===== src/rtl/core_pkg.sv =====
// Shared pipeline-control types: forwarding-select encodings, sequencer state
// and the destination-tracking entry used by the hazard shadow pipe.
package core_pkg;

  localparam logic [1:0] FWD_RF     = 2'b00;
  localparam logic [1:0] FWD_EX_MEM = 2'b01;
  localparam logic [1:0] FWD_MEM_WB = 2'b10;

  typedef enum logic [0:0] {
    ST_RUN      = 1'b0,
    ST_MEM_WAIT = 1'b1
  } pipe_state_e;

  typedef struct packed {
    logic       valid;
    logic [4:0] rd;
    logic       reg_write;
    logic       mem_read;
  } shadow_entry_t;

  localparam shadow_entry_t SHADOW_EMPTY = '{valid: 1'b0, rd: 5'd0, reg_write: 1'b0, mem_read: 1'b0};

  // rs != x0 together with rd == rs also excludes x0 destinations.
  function automatic logic src_hit(input shadow_entry_t e, input logic id_valid,
                                   input logic uses, input logic [4:0] rs);
    return id_valid && uses && (rs != 5'd0) && e.valid && e.reg_write && (e.rd == rs);
  endfunction

  function automatic logic [1:0] fwd_sel(input logic ex_hit, input logic ex_load, input logic mem_hit);
    logic [1:0] sel;
    if (ex_hit) begin
      sel = ex_load ? FWD_RF : FWD_EX_MEM;
    end else if (mem_hit) begin
      sel = FWD_MEM_WB;
    end else begin
      sel = FWD_RF;
    end
    return sel;
  endfunction

endpackage


===== src/rtl/hazard_shadow_pipe.sv =====
// Three-entry shift register mirroring the destination info of the
// instructions in EX, MEM and WB; holds when the pipe is frozen.
module hazard_shadow_pipe
  import core_pkg::*;
(
  input  logic          i_clk,
  input  logic          i_rst_n,
  input  logic          i_hold,
  input  logic          i_bubble,
  input  shadow_entry_t i_id_entry,
  output shadow_entry_t o_ex,
  output shadow_entry_t o_mem,
  output shadow_entry_t o_wb
);

  shadow_entry_t ex_d, ex_q;
  shadow_entry_t mem_d, mem_q;
  shadow_entry_t wb_d, wb_q;

  // Next-state: shift by one stage unless frozen
  always_comb begin
    ex_d  = ex_q;
    mem_d = mem_q;
    wb_d  = wb_q;
    if (!i_hold) begin
      ex_d  = i_bubble ? SHADOW_EMPTY : i_id_entry;
      mem_d = ex_q;
      wb_d  = mem_q;
    end else begin
      ex_d  = ex_q;
      mem_d = mem_q;
      wb_d  = wb_q;
    end
  end

  // Shadow entry registers
  always_ff @(posedge i_clk or negedge i_rst_n) begin
    if (!i_rst_n) begin
      ex_q  <= SHADOW_EMPTY;
      mem_q <= SHADOW_EMPTY;
      wb_q  <= SHADOW_EMPTY;
    end else begin
      ex_q  <= ex_d;
      mem_q <= mem_d;
      wb_q  <= wb_d;
    end
  end

  assign o_ex  = ex_q;
  assign o_mem = mem_q;
  assign o_wb  = wb_q;

endmodule


===== src/rtl/hazard_ctrl.sv =====
// RV32I 5-stage pipeline sequencer: stalls, flushes, bubbles, freezes and forwarding selects.
// Define HAZARD_CTRL_FORWARD_EN to enable EX/MEM and MEM/WB forwarding (load-use stall only).
module hazard_ctrl
  import core_pkg::*;
#(
  parameter int STALL_CNT_W = 16
) (
  input  logic                   i_clk,
  input  logic                   i_rst_n,
  input  logic                   i_id_valid,
  input  logic [4:0]             i_id_rs1_raddr,
  input  logic [4:0]             i_id_rs2_raddr,
  input  logic                   i_id_uses_rs1,
  input  logic                   i_id_uses_rs2,
  input  logic [4:0]             i_id_rd,
  input  logic                   i_id_reg_write,
  input  logic                   i_id_mem_read,
  input  logic                   i_ex_redirect,
  input  logic                   i_imem_ready,
  input  logic                   i_dmem_req,
  input  logic                   i_dmem_ready,
  output logic                   o_pc_en,
  output logic                   o_ifid_en,
  output logic                   o_ifid_flush,
  output logic                   o_idex_bubble,
  output logic                   o_pipe_en,
  output logic [1:0]             o_fwd_rs1_sel,
  output logic [1:0]             o_fwd_rs2_sel,
  output logic [STALL_CNT_W-1:0] o_stall_cnt
);

  localparam logic [STALL_CNT_W-1:0] CNT_MAX = '1;

  pipe_state_e             state_d, state_q;
  logic [STALL_CNT_W-1:0]  cnt_d, cnt_q;
  shadow_entry_t           id_entry_s, ex_s, mem_s, wb_s;
  logic                    freeze_s, raw_s;
  logic                    pc_en_s, ifid_en_s, flush_s, bubble_s, pipe_en_s;
  logic [1:0]              fwd1_s, fwd2_s;
  logic                    unused_s;

  // Decode-stage destination info entering the shadow pipe
  always_comb begin
    id_entry_s           = SHADOW_EMPTY;
    id_entry_s.valid     = i_id_valid;
    id_entry_s.rd        = i_id_rd;
    id_entry_s.reg_write = i_id_reg_write;
    id_entry_s.mem_read  = i_id_mem_read;
  end

  hazard_shadow_pipe u_shadow (
    .i_clk      (i_clk),
    .i_rst_n    (i_rst_n),
    .i_hold     (!pipe_en_s),
    .i_bubble   (bubble_s),
    .i_id_entry (id_entry_s),
    .o_ex       (ex_s),
    .o_mem      (mem_s),
    .o_wb       (wb_s)
  );

  logic hit1_ex_s, hit2_ex_s, hit1_mem_s, hit2_mem_s;
  assign hit1_ex_s  = src_hit(ex_s,  i_id_valid, i_id_uses_rs1, i_id_rs1_raddr);
  assign hit2_ex_s  = src_hit(ex_s,  i_id_valid, i_id_uses_rs2, i_id_rs2_raddr);
  assign hit1_mem_s = src_hit(mem_s, i_id_valid, i_id_uses_rs1, i_id_rs1_raddr);
  assign hit2_mem_s = src_hit(mem_s, i_id_valid, i_id_uses_rs2, i_id_rs2_raddr);

`ifdef HAZARD_CTRL_FORWARD_EN
  // WB results reach decode through the write-first register file, so WB is never consulted.
  assign raw_s    = ex_s.mem_read && (hit1_ex_s || hit2_ex_s);
  assign fwd1_s   = fwd_sel(hit1_ex_s, ex_s.mem_read, hit1_mem_s);
  assign fwd2_s   = fwd_sel(hit2_ex_s, ex_s.mem_read, hit2_mem_s);
  assign unused_s = ^{wb_s, mem_s.mem_read};
`else
  logic hit1_wb_s, hit2_wb_s;
  assign hit1_wb_s = src_hit(wb_s, i_id_valid, i_id_uses_rs1, i_id_rs1_raddr);
  assign hit2_wb_s = src_hit(wb_s, i_id_valid, i_id_uses_rs2, i_id_rs2_raddr);
  assign raw_s     = hit1_ex_s || hit2_ex_s || hit1_mem_s || hit2_mem_s || hit1_wb_s || hit2_wb_s;
  assign fwd1_s    = FWD_RF;
  assign fwd2_s    = FWD_RF;
  assign unused_s  = ^{ex_s.mem_read, mem_s.mem_read, wb_s.mem_read};
`endif

  // Once a dmem wait has started it is held until the access completes.
  assign freeze_s = !i_dmem_ready && (i_dmem_req || (state_q == ST_MEM_WAIT));

  // Prioritised enable generation: freeze, redirect, RAW stall, fetch miss, run
  always_comb begin
    pc_en_s   = 1'b1;
    ifid_en_s = 1'b1;
    flush_s   = 1'b0;
    bubble_s  = 1'b0;
    pipe_en_s = 1'b1;
    if (freeze_s) begin
      pc_en_s   = 1'b0;
      ifid_en_s = 1'b0;
      pipe_en_s = 1'b0;
    end else if (i_ex_redirect) begin
      flush_s  = 1'b1;
      bubble_s = 1'b1;
    end else if (raw_s) begin
      pc_en_s   = 1'b0;
      ifid_en_s = 1'b0;
      bubble_s  = 1'b1;
    end else if (!i_imem_ready) begin
      pc_en_s = 1'b0;
      flush_s = 1'b1;
    end else begin
      pc_en_s = 1'b1;
    end
  end

  // Sequencer state and saturating stall counter next-state
  always_comb begin
    state_d = freeze_s ? ST_MEM_WAIT : ST_RUN;
    if (!pc_en_s && (cnt_q != CNT_MAX)) begin
      cnt_d = cnt_q + STALL_CNT_W'(1);
    end else begin
      cnt_d = cnt_q;
    end
  end

  // Sequencer state and stall counter registers
  always_ff @(posedge i_clk or negedge i_rst_n) begin
    if (!i_rst_n) begin
      state_q <= ST_RUN;
      cnt_q   <= '0;
    end else begin
      state_q <= state_d;
      cnt_q   <= cnt_d;
    end
  end

  // Reset forces the pipe idle with NOPs loaded, independent of tracked state.
  assign o_pc_en       = i_rst_n && pc_en_s;
  assign o_ifid_en     = i_rst_n && ifid_en_s;
  assign o_ifid_flush  = !i_rst_n || flush_s;
  assign o_idex_bubble = !i_rst_n || bubble_s;
  assign o_pipe_en     = i_rst_n && pipe_en_s;
  assign o_fwd_rs1_sel = i_rst_n ? fwd1_s : FWD_RF;
  assign o_fwd_rs2_sel = i_rst_n ? fwd2_s : FWD_RF;
  assign o_stall_cnt   = cnt_q;

endmodule

===== config.mk =====
export PLATFORM = sky130hd
export DESIGN_NAME = hazard_ctrl
export DESIGN_NICKNAME = d
export VERILOG_FILES = /design/src/rtl/core_pkg.sv /design/src/rtl/hazard_shadow_pipe.sv /design/src/rtl/hazard_ctrl.sv
export SDC_FILE = /design/constraint.sdc
export NUM_CORES = 1
export LEC_CHECK = 0
export BUFFER_PORTS_ARGS = -buffer_cell sky130_fd_sc_hd__buf_2
export CAP_MARGIN = 20
export CORE_MARGIN = 1.5
export CORE_UTILIZATION = 50
export CTS_CLUSTER_DIAMETER = 120
export DETAILED_ROUTE_END_ITERATION = 8
export PLACE_DENSITY = 0.78
export SLEW_MARGIN = 20
export SYNTH_ARGS = -nofsm -noshare
export SYNTH_HDL_FRONTEND = slang
export SYNTH_SLANG_ARGS = --single-unit

===== constraint.sdc =====
create_clock -name i_clk -period 3.82 [get_ports i_clk]
set_clock_uncertainty 0.1 [all_clocks]
set_input_delay 0.382 -clock i_clk [delete_from_list [all_inputs] [get_ports i_clk]]
set_output_delay 0.382 -clock i_clk [all_outputs]
set_load 0.1 [all_outputs]

==> metrics <==
DRC violations left=0; Final Non-Filler Cells=333; cell taking the most area after synthesis=dfrtp_1; Iteration-0 DRC Markers=72; # H-tree levels=2; Comb power frac=0.384; Clock Power Share=0.233; Slew @ Worst Pin=0.507 ns; CTS Buffer Depth=2; RSZ-0062 raised after global routing=no; grt total ovfl=0; P_leak=1.26 nW; Internal Power=0.779 mW; Yosys top cell area share=0.444; clk root buf=clkbuf_8; status=completed; Placer Congestion=0.879; Multi-input gate area=0.00112 mm2; final net count=309; initial antenna violation count=0; synthesized flop and latch total=38; die footprint=0.00468 mm2; via density per instance=5.21; number of synthesized flops with an enable pin=0; ANT nets after route=0; post-CTS sizing=0; final setup fails=0; CP Capture Type=output port; dominant synthesized flop cell=dfrtp_1; Syn. warnings=0; area grow syn2layout=17.7%; die height=68.4 um; crit path launch type=flip-flop; R2R Setup Slk=1.43 ns; Slew HR=0.662; net switching power=0.628 mW; antenna diode count=0; max capacitance violation total=0; Die X=68.4 um; CTS sink count=38; Pwr Density=558 mW/mm2; DP HPWL=3250 um; vias in the first global route=1593; sequential share of power=0.384; CTS tree=yes; largest cells by area after synthesis=dfrtp_1 44%, xor2_1 12%, nand2_1 11%; CP required=3.34 ns; Peak supply drop=0.000267 V; register area share after synthesis=0.444; final worst setup slack=0.613 ns; crit path from=u_shadow.o_ex[3]; Period minus WS final=3.21 ns; register area=951 um2; I/O Pins=51; most numerous cell in the Yosys netlist=nand2_1; routed via count=1735; Total GRT Usage=0.205; FF-to-FF Start=u_shadow.o_ex[3]; initial core utilization=0.527; core area=0.00406 mm2; Synth Area per Inst=9.22 um2; Distinct cells, synth=36; num rows=23; Wirelength per Cell=13.2 um; worst slack, placed=0.870 ns; top post-synthesis cells by count=65 x nand2_1, 38 x dfrtp_1, 29 x xor2_1; sw frac=0.446; Cell Area, Synth=0.00214 mm2; fillcell total=358; Sum Neg Setup Slack=0 ns; CP max FO=8; FMAX=312 MHz; endpoints failing hold=0; Crit Path Category=flip-flop to output port; worst hold-check path type=input pin to flip-flop; HP Start=i_id_rd[3]; final core occ=0.621; first-pass GRT wire length=7110 um; largest net degree at the start of global routing=31; clock-pin slew on the worst setup and hold paths=0.07 ns; DRT Pass-1 Iters=4; crit share post-route=0.840; FFs w/ async S/R, synth=1.00; layout cells sized above 1=0.233; WL final=4410 um; # Post-CTS Setup Buffers=0; Inserted Clock Buffers=5; Slew Viols, Final=0; worst skew pair latency=0.29 ns; Port-buffer cells=45; Pwr Total=1.41 mW; crit path DAT=2.73 ns; Cells after Synth=232; placed cells=324
## through the flow
| stage | hold WS (ns) | instance area, um2 |
|---|---|---|
| 2_1_floorplan | -0.0136 | 2150 |
| 4_1_cts | 0.223 | 2520 |
| 3_3_place_gp | 0.166 | 2400 |
| 5_1_grt | 0.235 | 2520 |
| 6_report | 0.228 | 2520 |
| 3_5_place_dp | 0.169 | 2400 |
## power by group through the flow
stage | combinational, mW | sequential, mW | clock (mW)
global route | 0.574 | 0.549 | 0.347
floorplan | 0.191 | 0.785 | 0
CTS | 0.542 | 0.539 | 0.333
detailed placement | 0.540 | 0.547 | 0
global placement | 0.528 | 0.543 | 0
finish | 0.540 | 0.540 | 0.327
## cell usage in the layout, fill, tap and decap left out, drive strengths merged
| cell | count |
|---|---|
| ha | 1 |
| bufinv | 1 |
| o21ai | 1 |
| a21oi | 10 |
| clkbuf | 7 |
| a31oi | 1 |
| and2 | 2 |
| or2 | 1 |
| o221a | 1 |
| nor2 | 12 |
| conb | 4 |
| inv | 6 |
| nand4 | 9 |
| o221ai | 1 |
| o211ai | 2 |
| xnor2 | 15 |
| or4 | 2 |
| nand2 | 65 |
| dfrtp | 38 |
| nand3 | 6 |
| o22ai | 1 |
| mux2 | 2 |
| nor4 | 7 |
| buf | 48 |
| xor2 | 29 |
| and3 | 4 |
| nand2b | 1 |
| nor3 | 4 |
| dlygate4sd3 | 1 |
| a22o | 1 |
## worst max-delay path: stages (launching register included)
cell and delay [ns]:
dfrtp_1 0.45, xor2_1 0.19, nor4_1 0.32, nand4_1 0.13, and3_1 0.23, o22ai_1 0.24
nor2_1 0.09, nor2_1 0.11, buf_4 0.17, nand2b_1 0.10, buf_2 0.42
## metal layers
metal / track usage / share of wire
met1: 0.266 / 0.46
met2: 0.334 / 0.48
met3: 0.0378 / 0.033
met4: 0.0850 / 0.019
met5: 0 / 0
## sequential cells by signal, summed over array words and instances, names as in the netlist
name and flops:
o_stall_cnt 16, u_shadow.o_ex 7, u_shadow.o_wb 7, u_shadow.o_mem 7, state_q 1
## timing repair
item | in CTS | in global routing
setup endpoints to repair | 0 | 0
hold endpoints to repair | 9 | 0
hold buffers | 1 | 0
## logic make-up (layout without fill, tap and decap cells)
| group | after synthesis | count (layout) | synth area share |
|---|---|---|---|
| DFF | 38 | 38 | 0.444 |
| AOI/OAI and AO/OA | 18 | 18 | 0.0684 |
| muxes | 2 | 2 | 0.0105 |
| and+or+nand+nor | 113 | 113 | 0.251 |
| other | 1 | 4 | 0.00175 |
| xor gates and xnor gates | 44 | 44 | 0.180 |
| buffers and inverters | 15 | 63 | 0.0380 |
| adders and majority gates | 1 | 1 | 0.00585 |
## area by class of cell
cell class,count,share of cell area
clock buffer,7,0.0303
clock inverter,1,0.0119
inverter,6,0.00894
multi-input combinational,182,0.444
sequential,38,0.378
tap,50,0.0248
timing repair buffer,49,0.102
## worst paths after layout
check                              endpoint  cells after the start
setup / recovery              o_idex_bubble                     10
hold / removal             u_shadow.o_ex[5]                      3
setup reg to reg            o_stall_cnt[12]                      8
hold reg to reg             o_stall_cnt[10]                      1
max in group asynchronous  u_shadow.o_wb[5]                      3
min in group asynchronous    o_stall_cnt[7]                      2
(Power assumes the default switching activity.)
